[src/rtl/comb_pipe_pkg.sv]
`default_nettype none
// +----------------------------------------------------------------------+
// | comb_pipe_pkg : op encoding and per-bit logic op for comb_pipe_reg    |
// | Rev 1.0 - initial release                                            |
// +----------------------------------------------------------------------+
package comb_pipe_pkg;

  typedef enum logic [1:0] {
    OP_AND  = 2'd0,
    OP_OR   = 2'd1,
    OP_XOR  = 2'd2,
    OP_NAND = 2'd3
  } op_e;

  function automatic logic pipe_op_bit(input op_e i_op, input logic i_a, input logic i_b);
    case (i_op)
      OP_AND:  pipe_op_bit = i_a & i_b;
      OP_OR:   pipe_op_bit = i_a | i_b;
      OP_XOR:  pipe_op_bit = i_a ^ i_b;
      default: pipe_op_bit = ~(i_a & i_b);
    endcase
  endfunction

endpackage
`default_nettype wire

[src/rtl/comb_pipe_stage.sv]
`default_nettype none
// +----------------------------------------------------------------------+
// | comb_pipe_stage : one valid/data pipeline register with ready logic   |
// | Rev 1.0 - initial release                                            |
// +----------------------------------------------------------------------+
module comb_pipe_stage #(
  parameter int WIDTH = 8
) (
  input  logic             clk,
  input  logic             rst_n,
  input  logic             i_up_valid,
  input  logic [WIDTH-1:0] i_up_data,
  input  logic             i_dn_ready,
  output logic             o_valid,
  output logic [WIDTH-1:0] o_data
);

  logic             r_valid;
  logic [WIDTH-1:0] r_data;
  logic             w_ready;

  assign w_ready = !r_valid || i_dn_ready;

  always_ff @(posedge clk or negedge rst_n) begin
    if (!rst_n) begin
      r_valid <= 1'b0;
      r_data  <= '0;
    end else if (w_ready) begin
      r_valid <= i_up_valid;
      if (i_up_valid) begin
        r_data <= i_up_data;
      end
    end
  end

  assign o_valid = r_valid;
  assign o_data  = r_data;

endmodule
`default_nettype wire

[src/rtl/comb_pipe_reg.sv]
`default_nettype none
// +----------------------------------------------------------------------+
// | comb_pipe_reg : logic op (a op b) through a DEPTH-stage valid/ready   |
// | pipeline, output gated by c. COMB_PIPE_STATS_EN adds result_count.   |
// | Rev 1.0 - initial release                                            |
// +----------------------------------------------------------------------+
module comb_pipe_reg
  import comb_pipe_pkg::*;
#(
  parameter int WIDTH = 8,
  parameter int DEPTH = 2
) (
  input  logic             clk,
  input  logic             rst_n,
  input  logic             in_valid,
  output logic             in_ready,
  input  logic [WIDTH-1:0] a,
  input  logic [WIDTH-1:0] b,
  input  logic [1:0]       op,
  input  logic [WIDTH-1:0] c,
  output logic             out_valid,
  input  logic             out_ready,
  output logic [WIDTH-1:0] q,
  output logic [WIDTH-1:0] y
`ifdef COMB_PIPE_STATS_EN
  ,
  output logic [15:0]      result_count
`endif
);

  logic [DEPTH-1:0] w_valid;
  logic [DEPTH-1:0] w_ready;
  logic [WIDTH-1:0] w_data [DEPTH];
  logic             r_valid0;
  logic [WIDTH-1:0] r_data0;

  // Unrolled form of ready[k] = !valid[k] || ready[k+1]; avoids a
  // combinational chain through one vector.
  for (genvar k = 0; k < DEPTH; k++) begin : g_ready
    assign w_ready[k] = out_ready || !(&w_valid[DEPTH-1:k]);
  end

  always_ff @(posedge clk or negedge rst_n) begin
    if (!rst_n) begin
      r_valid0 <= 1'b0;
      r_data0  <= '0;
    end else if (w_ready[0]) begin
      r_valid0 <= in_valid;
      if (in_valid) begin
        for (int i = 0; i < WIDTH; i++) begin
          r_data0[i] <= pipe_op_bit(op_e'(op), a[i], b[i]);
        end
      end
    end
  end

  assign w_valid[0] = r_valid0;
  assign w_data[0]  = r_data0;

  for (genvar k = 1; k < DEPTH; k++) begin : g_stage
    logic w_dn_ready;
    if (k == DEPTH - 1) begin : g_last
      assign w_dn_ready = out_ready;
    end else begin : g_mid
      assign w_dn_ready = w_ready[k+1];
    end
    comb_pipe_stage #(.WIDTH(WIDTH)) u_stage (
      .clk        (clk),
      .rst_n      (rst_n),
      .i_up_valid (w_valid[k-1]),
      .i_up_data  (w_data[k-1]),
      .i_dn_ready (w_dn_ready),
      .o_valid    (w_valid[k]),
      .o_data     (w_data[k])
    );
  end

  assign in_ready  = w_ready[0];
  assign out_valid = w_valid[DEPTH-1];
  assign q         = w_data[DEPTH-1];
  assign y         = q & c;

`ifdef COMB_PIPE_STATS_EN
  logic [15:0] r_result_count;

  always_ff @(posedge clk or negedge rst_n) begin
    if (!rst_n) begin
      r_result_count <= 16'h0000;
    end else if (out_valid && out_ready && (r_result_count != 16'hFFFF)) begin
      r_result_count <= r_result_count + 16'h0001;
    end
  end

  assign result_count = r_result_count;
`endif

endmodule
`default_nettype wire

[config.mk]
export PLATFORM = sky130hd
export DESIGN_NAME = comb_pipe_reg
export DESIGN_NICKNAME = d
export VERILOG_FILES = /design/src/rtl/comb_pipe_pkg.sv /design/src/rtl/comb_pipe_stage.sv /design/src/rtl/comb_pipe_reg.sv
export SDC_FILE = /design/constraint.sdc
export NUM_CORES = 1
export LEC_CHECK = 0
export ABC_CLOCK_PERIOD_IN_PS = 1200
export BUFFER_PORTS_ARGS = -buffer_cell sky130_fd_sc_hd__buf_2
export CAP_MARGIN = 10
export CORE_MARGIN = 3
export CORE_UTILIZATION = 35
export CTS_BUF_LIST = sky130_fd_sc_hd__clkbuf_4 sky130_fd_sc_hd__clkbuf_8 sky130_fd_sc_hd__clkbuf_16
export CTS_CLUSTER_DIAMETER = 60
export DETAILED_ROUTE_END_ITERATION = 10
export MAX_ROUTING_LAYER = met4
export SLEW_MARGIN = 20
export SYNTH_ARGS = -nofsm -noshare
export SYNTH_HDL_FRONTEND = slang
export SYNTH_SLANG_ARGS = --single-unit
[constraint.sdc]
create_clock -name clk -period 1.2 [get_ports clk]
set_input_delay 0.36 -clock clk [delete_from_list [all_inputs] [get_ports clk]]
set_output_delay 0.36 -clock clk [all_outputs]
set_load 0.005 [all_outputs]
==> load_flow_metrics.sql, run 1 <==
INSERT INTO impl_metrics (metric_group, metric, value, unit) VALUES
('setup_path', 'crit_path_end_kind', 'output pin', ''),
('routing', 'dr_iter_0_viols', '24', ''),
('pwr', 'power_report.internal_total', '1.471', 'mW'),
('yosys', 'synth_edf_count', '0', ''),
('run', 'timing.max_cap.violations', '0', ''),
('timing', 'portion_of_the_clock_cycle_consumed_by_the_worst_path_in_the_final_layout', '1.172', ''),
('die', 'die-area', '0.004529', 'sq mm'),
('yosys', 'synth_area_leaders', 'dfrtp_1, ha_1, mux2_1', ''),
('timing', 'timing.slew.headroom', '0.7377', ''),
('yosys', 'synth.yosys.seq_area_share', '0.3425', ''),
('die', 'coreArea', '0.003468', 'sq mm'),
('setup_path', 'critPathRequiredTime', '0.84', 'ns'),
('yosys', 'syn_area', '0.001315', 'sq mm'),
('timing', 'clock.fmax', '711.1', 'MHz'),
('setup_path', 'timing.critical_path.fanout_max', '4', ''),
('outcome', 'run_status', 'finished, violations left', ''),
('timing', 'number_of_pins_with_negative_max_slew_slack_in_the_final_report', '0', ''),
('grt', 'grt_overflow', '0', ''),
('yosys', 'leading_area_contributor_after_synthesis', 'dfrtp_1', ''),
('outcome', 'violations', 'setup timing', ''),
('final_layout', 'layout-drive-gt1-share', '0.3990', ''),
('setup_path', 'worst_path_dominant_cell_family', 'flip-flops', ''),
('cts', 'cts_tree', 'built', ''),
('yosys', 'mean_cell_area_of_the_mapped_netlist', '9.326', 'sq um'),
('routing', 'postRouteAntennaNets', '0', ''),
('placed_design', 'dp.final_hpwl', '2.181', 'mm'),
('die', 'chipHeight', '67.30', 'um'),
('routing', 'first_pass_iters', '4', ''),
('timing', 'unrepaired_setup_endpoints_after_global_routing', 'true', ''),
('final_layout', 'final_core_utilization', '0.5307', ''),
('die', 'initial_cell_density_of_the_core', '0.3791', ''),
('final_layout', 'insertedDiodeCount', '0', ''),
('timing', 'final_critical_path_setup_slack', '-0.2062', 'ns'),
('routing', 'vias', '1174', ''),
('timing', 'period_needed', '1.406', 'ns'),
('cts', 'tritoncts.num_buffers', '3', ''),
('final_layout', 'layout_stage_area_growth_over_the_synthesis_result', '39.96', '%'),
('setup_path', 'cp.buffers_inverters', '2', ''),
('cts', 'cts-hold-fix-buffers', '0', ''),
('cts', 'cts.clk_slew.worst_paths', '0.06', 'ns'),
('placed_design', 'gp_congestion', '0.7620', ''),
('setup_path', 'worstSetupPathType', 'flop to output pin', ''),
('pwr', 'sw_power', '0.5529', 'mW'),
('timing', 'finalClockSkew', '0.001438', 'ns'),
('placed_design', 'port_buffers', '47', ''),
('yosys', 'ys_warn_count', '0', ''),
('pwr', 'power.share.sequential', '0.401', ''),
('grt', 'grt_pass1_wl', '4.291', 'mm'),
('setup_path', 'worst_path_cell_trace', 'and3b_2, inv_4, buf_6', ''),
('setup_path', 'cp_data_arrival_time', '1.05', 'ns'),
('cts', 'clk_latency', '0.24', 'ns'),
('final_layout', 'finalNetCount', '255', ''),
('setup_path', 'timing.critical_path.from_type', 'flop', ''),
('timing', 'final_count_of_hold_timing_violations', '0', ''),
('cts', 'cts.sinks', '18', ''),
('pwr', 'power_frac_clock', '0.234', ''),
('timing', 'finalSetupViolations', '19', ''),
('grt', 'number_of_antenna_violations_at_the_first_check_in_global_routing', '0', ''),
('yosys', 'post_synth_inst_count', '141', ''),
('cts', 'ctsLongestPathBuffers', '2', ''),
('yosys', 'synth_unique_cells', '29', ''),
('routing', 'finalWirelength', '2.704', 'mm'),
('yosys', 'synth_top_flop_cell', 'dfrtp_1', ''),
('yosys', 'synth_common_cells', 'dfrtp_1, inv_1, ha_1', ''),
('pwr', 'power.switching_fraction', '0.2732', ''),
('yosys', 'top_cell_type_s_share_of_synthesized_area', '0.3425', ''),
('yosys', 'asyncSetResetFlopFracSynth', '1.000', ''),
('routing', 'post_drt_wl_per_cell', '10.65', 'um'),
('die', 'core.rowCount', '21', ''),
('pwr', 'p_leak', '0.9592', 'nW'),
('yosys', 'ys_ff_latch', '18', '');
## power by group through the flow
stage	Combinational, mW	Clock [mW]	Sequential (mW)
global route	0.828	0.510	0.833
detailed placement	0.566	0	0.828
finish	0.739	0.473	0.811
global placement	0.544	0	0.817
floorplan	0.302	0	0.816
CTS	0.687	0.491	0.810
## sequential cells by signal, indices dropped and copies added (netlist names)
signal / flops
g_stage.u_stage.o_data: 8
g_stage.u_stage.o_valid: 1
r_data0: 8
r_valid0: 1
## layer usage
metal | vias up | global-route usage | routed length, um
met3 | 2 | 0.02329 | 232
met2 | 37 | 0.2025 | 1247
li1 | 611 | - | -
met4 | 0 | 0.03038 | 7
met5 | - | - | 0
met1 | 524 | 0.1584 | 1216
## final timing paths
check                      slack [ns]                           end  cells after the start                       start
max in group asynchronous        0.89  g_stage[1].u_stage.o_data[6]                      1                       rst_n
hold reg to reg                  0.49  g_stage[1].u_stage.o_data[5]                      1                  r_data0[5]
setup / recovery                -0.21                      in_ready                      3  g_stage[1].u_stage.o_valid
hold / removal                   0.03    g_stage[1].u_stage.o_valid                      1                       rst_n
min in group clk                 0.44    g_stage[1].u_stage.o_valid                      3                   out_ready
setup reg to reg                -0.13                    r_data0[2]                      6  g_stage[1].u_stage.o_valid
## final cells by class
cell class                      instances  area [sq um]
Inverter                               21         83.83
Timing Repair Buffer                   68         416.7
Sequential cell                        18         450.4
Multi-Input combinational cell         97         777.0
Fill cell                             340          1628
Clock buffer                            4         55.05
Tap cell                               46         57.56
## through the flow
stage / total power, mW / worst slack (ns) / area [sq um] / hold slack [ns] / instances
after global routing: 2.171 / -0.2547 / 1841 / 0.05550 / 254
after CTS: 1.987 / -0.2191 / 1788 / 0.04284 / 249
after global placement: 1.361 / -0.1430 / 1649 / 0.3055 / 238
after floorplan: 1.117 / 0.0001303 / 1330 / 0.06441 / 141
after detailed placement: 1.394 / -0.1681 / 1649 / 0.3103 / 238
final: 2.024 / -0.2062 / 1841 / 0.03181 / 254
## cell families after synthesis
kind of cell    Yosys count  synth area share
mux                       8           0.06851
compound gates           35            0.1808
buf+inv                  26           0.09133
fa+ha+maj                16            0.1522
flops                    18            0.3425
simple gates             38            0.1646
## layout by cell type, fill, tap and decap left out, drive strengths merged
cell type and instances:
and2 10, o21ai 7, a31oi 3, buf 68, inv 20, and2b 1, clkinv 1, mux2 8
a31o 2, o221ai 1, ha 16, o31ai 6, nor2b 9, a21oi 6, clkbuf 4, a21boi 2
dfrtp 18, a221o 1, nor2 5, o211ai 3, nand2b 3, or2 3, nand2 6, a211o 4
and3b 1
## repair_timing
action                     4_1_cts  5_1_grt
setup endpoints to repair       12       14
resized for setup               11        4
buffers inserted                 7        5
pin swaps                        9        5
Power figures use the tool's default switching activity.
==> inputs of run 2 (changes only) <==
--- a/config.mk
+++ b/config.mk
@@ -6,7 +6,7 @@
 export NUM_CORES = 1
 export LEC_CHECK = 0
 export ABC_CLOCK_PERIOD_IN_PS = 1200
-export BUFFER_PORTS_ARGS = -buffer_cell sky130_fd_sc_hd__buf_2
+export BUFFER_PORTS_ARGS = -buffer_cell sky130_fd_sc_hd__buf_4
 export CAP_MARGIN = 10
 export CORE_MARGIN = 3
 export CORE_UTILIZATION = 35
@@ -17,4 +17,5 @@
 export SLEW_MARGIN = 20
 export SYNTH_ARGS = -nofsm -noshare
 export SYNTH_HDL_FRONTEND = slang
+export SYNTH_HIERARCHICAL = 1
 export SYNTH_SLANG_ARGS = --single-unit
==> run 2 against run 1 <==
  * The run still ends with setup timing left
  * Combinational power increased by 57%
  * Setup slack better by 0.034 ns
  * Via count is 4.1% higher
  * Area after synthesis up 2.7%
  * Routed wire length grew 12%
  * Count of clock-buffer cells in the layout unchanged
  * Flip-flop and latch count stayed put
  * Worst hold slack improved by 0.42 ns
  * Register-to-register slack gained 0.02 ns
  * Clock skew grew 0.0011 ns
  * Largest cell class unchanged
==> load_flow_metrics.sql, run 2 <==
INSERT INTO impl_metrics (metric_group, metric, value, unit) VALUES
('setup_path', 'worstSetupStartpoint', 'g_stage[1].u_stage/o_valid', ''),
('hold_path', 'hold_depth', '3', ''),
('yosys', 'synthMuxAreaShare', '0.08897', ''),
('timing', 'finalSetupViolations', '25', ''),
('setup_path', 'timing.critical_path.from_type', 'flop', ''),
('final_layout', 'register_area', '450.4', 'sq um'),
('timing', 'final_count_of_hold_timing_violations', '0', ''),
('grt', 'global_route.peak_usage_layer', 'met2', ''),
('grt', 'grtUsageMet2', '0.2106', ''),
('pwr', 'power_report.internal_total', '1.812', 'mW'),
('final_layout', 'final_core_utilization', '0.6166', ''),
('setup_path', 'timing.critical_path.fanout_max', '2', ''),
('final_layout', 'layout.cells.most_common_list', 'buf_4, buf_6, dfrtp_1', ''),
('cts', 'cts_root_buf', 'clkbuf_8', ''),
('setup_path', 'rr_endpoint', 'r_data0[1]', ''),
('placed_design', 'gp_congestion', '0.6718', ''),
('yosys', 'ys_ff_latch', '18', ''),
('timing', 'final_critical_path_setup_slack', '-0.1720', 'ns'),
('final_layout', 'multi_input_gate_area_in_the_final_layout', '860.8', 'sq um'),
('cts', 'tritoncts.num_buffers', '3', ''),
('grt', 'via_count_of_the_first_global_routing_pass', '1111', ''),
('timing', 'clock.fmax', '728.9', 'MHz'),
('yosys', 'yosys.area_share.adder', '0.1483', ''),
('timing', 'unrepaired_setup_endpoints_after_global_routing', 'true', ''),
('grt', 'met1_usage', '0.1616', ''),
('pwr', 'sw_power', '0.6452', 'mW'),
('pwr', 'combPwrFrac', '0.471', ''),
('setup_path', 'cp_data_arrival_time', '1.01', 'ns'),
('yosys', 'synth_common_cells', 'inv_1, dfrtp_1, ha_1', ''),
('timing', 'period_needed', '1.372', 'ns'),
('grt', 'grt_pass1_wl', '4.519', 'mm'),
('yosys', 'synthXorXnorAreaFrac', '0', ''),
('yosys', 'ys_warn_count', '6', ''),
('placed_design', 'port_buffers', '47', ''),
('final_layout', 'layout.cells.most_common', 'buf_4', ''),
('die', 'design.portCount', '48', ''),
('cts', 'cts.clk_slew.worst_paths', '0.06', 'ns'),
('timing', 'tightestPinTransition', '0.2646', 'ns'),
('timing', 'finalClockSkew', '0.002565', 'ns'),
('yosys', 'synth_top_flop_cell', 'dfrtp_1', ''),
('final_layout', 'layout-drive-gt1-share', '0.5046', ''),
('yosys', 'synth_unique_cells', '29', ''),
('final_layout', 'insertedDiodeCount', '0', ''),
('yosys', 'asyncSetResetFlopFracSynth', '1.000', ''),
('cts', 'clk_latency', '0.25', 'ns'),
('timing', 'timing.slew.headroom', '0.8221', ''),
('pwr', 'power_frac_clock', '0.192', ''),
('timing', 'number_of_pins_with_negative_max_slew_slack_in_the_final_report', '0', ''),
('routing', 'first_pass_iters', '2', ''),
('setup_path', 'crit_path_end_kind', 'output pin', ''),
('final_layout', 'finalNetCount', '263', ''),
('yosys', 'top_cell_type_s_share_of_synthesized_area', '0.3336', ''),
('setup_path', 'worstSetupPathType', 'flop to output pin', ''),
('placed_design', 'dp.final_hpwl', '2.249', 'mm'),
('yosys', 'leading_area_contributor_after_synthesis', 'dfrtp_1', ''),
('pwr', 'irDropWorstVdd', '0.4593', 'mV'),
('cts', 'cts_tree', 'built', ''),
('yosys', 'synth_area_leaders', 'dfrtp_1, ha_1, mux2_4', ''),
('final_layout', 'post-route-cell-area', '0.002171', 'sq mm'),
('yosys', 'syn_nets', '186', ''),
('pwr', 'p_leak', '1.098', 'nW'),
('yosys', 'synthMostInstantiatedCell', 'inv_1', ''),
('grt', 'groute.usage.overall', '0.1299', ''),
('die', 'coreArea', '0.003521', 'sq mm'),
('yosys', 'post_synth_inst_count', '140', ''),
('die', 'core.rowCount', '21', ''),
('cts', 'h_tree_level_count', '1', ''),
('grt', 'globalRouteMet3Util', '0.02463', ''),
('die', 'initial_cell_density_of_the_core', '0.3834', ''),
('setup_path', 'worstSetupEndpoint', 'in_ready', ''),
('final_layout', 'layout_stage_area_growth_over_the_synthesis_result', '60.80', '%'),
('hold_path', 'timing.hold.worst.class', 'input pin to flop', ''),
('routing', 'finalWirelength', '3.015', 'mm'),
('die', 'die-area', '0.004638', 'sq mm'),
('routing', 'postRouteAntennaNets', '0', ''),
('setup_path', 'critPathRequiredTime', '0.84', 'ns'),
('routing', 'detailed_route_vias_per_instance', '4.664', ''),
('pwr', 'powerDensity', '1132', 'mW/mm^2'),
('outcome', 'run_status', 'finished, violations left', ''),
('outcome', 'violations', 'setup timing', ''),
('pwr', 'power.share.sequential', '0.337', ''),
('setup_path', 'regToRegStartpoint', 'g_stage[1].u_stage/o_valid', ''),
('pwr', 'power.switching_fraction', '0.2626', ''),
('grt', 'largest_net_degree_at_the_start_of_global_routing', '26', ''),
('yosys', 'synth_top_family_by_area', 'compound AO/OA/AOI/OAI gates', ''),
('yosys', 'synth.yosys.seq_area_share', '0.3336', ''),
('die', 'floorplan.die.width', '68.11', 'um'),
('grt', 'number_of_antenna_violations_at_the_first_check_in_global_routing', '0', ''),
('setup_path', 'reg2reg_setup_slack', '-0.11', 'ns'),
('die', 'chipHeight', '68.11', 'um'),
('yosys', 'synth_edf_count', '0', ''),
('setup_path', 'rr_worst_depth', '6', ''),
('run', 'timing.max_cap.violations', '0', ''),
('yosys', 'mean_cell_area_of_the_mapped_netlist', '9.643', 'sq um'),
('timing', 'portion_of_the_clock_cycle_consumed_by_the_worst_path_in_the_final_layout', '1.143', ''),
('final_layout', 'final.fill_count', '294', ''),
('grt', 'grt_overflow', '0', ''),
('yosys', 'synth_simple_gate_area_frac', '0.1668', ''),
('routing', 'post_drt_wl_per_cell', '11.51', 'um'),
('placed_design', 'postPlaceCellArea', '0.001828', 'sq mm'),
('yosys', 'fraction_of_the_mapped_netlist_area_in_compound_gates', '0.1761', ''),
('routing', 'drc_errors', '0', ''),
('cts', 'ctsLongestPathBuffers', '2', ''),
('routing', 'dr_iter_0_viols', '13', ''),
('routing', 'vias', '1222', ''),
('cts', 'cts.sinks', '18', ''),
('yosys', 'syn_area', '0.001350', 'sq mm');
## run 2: stage by stage
| step | total power, mW | setup TNS, ns | cells | setup WS, ns | hold WS [ns] |
|---|---|---|---|---|---|
| after floorplan | 1.202 | 0 | 140 | 0.0001332 | 0.06441 |
| after global placement | 1.562 | -0.9362 | 238 | -0.1356 | 0.2392 |
| after detailed placement | 1.590 | -1.103 | 238 | -0.1468 | 0.2391 |
| after CTS | 2.296 | -1.005 | 258 | -0.1772 | 0.3874 |
| after global routing | 2.622 | -2.764 | 262 | -0.2095 | 0.4690 |
| final | 2.457 | -1.340 | 262 | -0.1720 | 0.4532 |
## run 2: worst min path at each step
stage,start,to,slack (ns)
2_1_floorplan,rst_n,g_stage[1].u_stage/o_data[0],0.06
3_3_place_gp,rst_n,g_stage[1].u_stage/o_valid,0.24
3_5_place_dp,rst_n,g_stage[1].u_stage/o_valid,0.24
4_1_cts,in_valid,r_valid0,0.39
5_1_grt,in_valid,r_valid0,0.47
6_report,in_valid,r_valid0,0.45
## run 2: power by group through the flow
stage / clock network [mW] / logic [mW] / registers (mW)
2_1_floorplan: 0 / 0.377 / 0.825
3_3_place_gp: 0 / 0.732 / 0.830
3_5_place_dp: 0 / 0.752 / 0.838
4_1_cts: 0.489 / 1.00 / 0.807
5_1_grt: 0.507 / 1.27 / 0.847
6_report: 0.473 / 1.16 / 0.827
## run 2: logic make-up after synthesis
family | Yosys count
compound gates | 35
fa+ha+maj | 16
buf+inv | 26
flops | 18
mux | 8
simple gates | 37
## run 2: worst max-delay path, stage by stage (launching register included)
cell     delay, ns
dfrtp_1       0.37
and3b_2       0.23
inv_2         0.07
buf_6         0.09
## run 2: what timing repair did
item | CTS | global route
endpoints found under the hold margin | 18 | 0
resized for setup | 12 | 27
buffers inserted | 15 | 4
endpoints found under the setup margin | 11 | 25
hold buffers | 1 | 0
pin swaps | 11 | 4
## run 2: cell type report
type | count | area share
sequential | 18 | 0.2075
timing repair buffer | 77 | 0.3055
tap | 46 | 0.02651
inverter | 21 | 0.03862
clock buffer | 4 | 0.02536
multi-input combinational | 96 | 0.3965
## run 2: layer usage
metal,vias to the layer above,routed length [um]
li1,631,-
met1,548,1291
met2,39,1481
met3,4,211
met4,0,31
met5,-,0
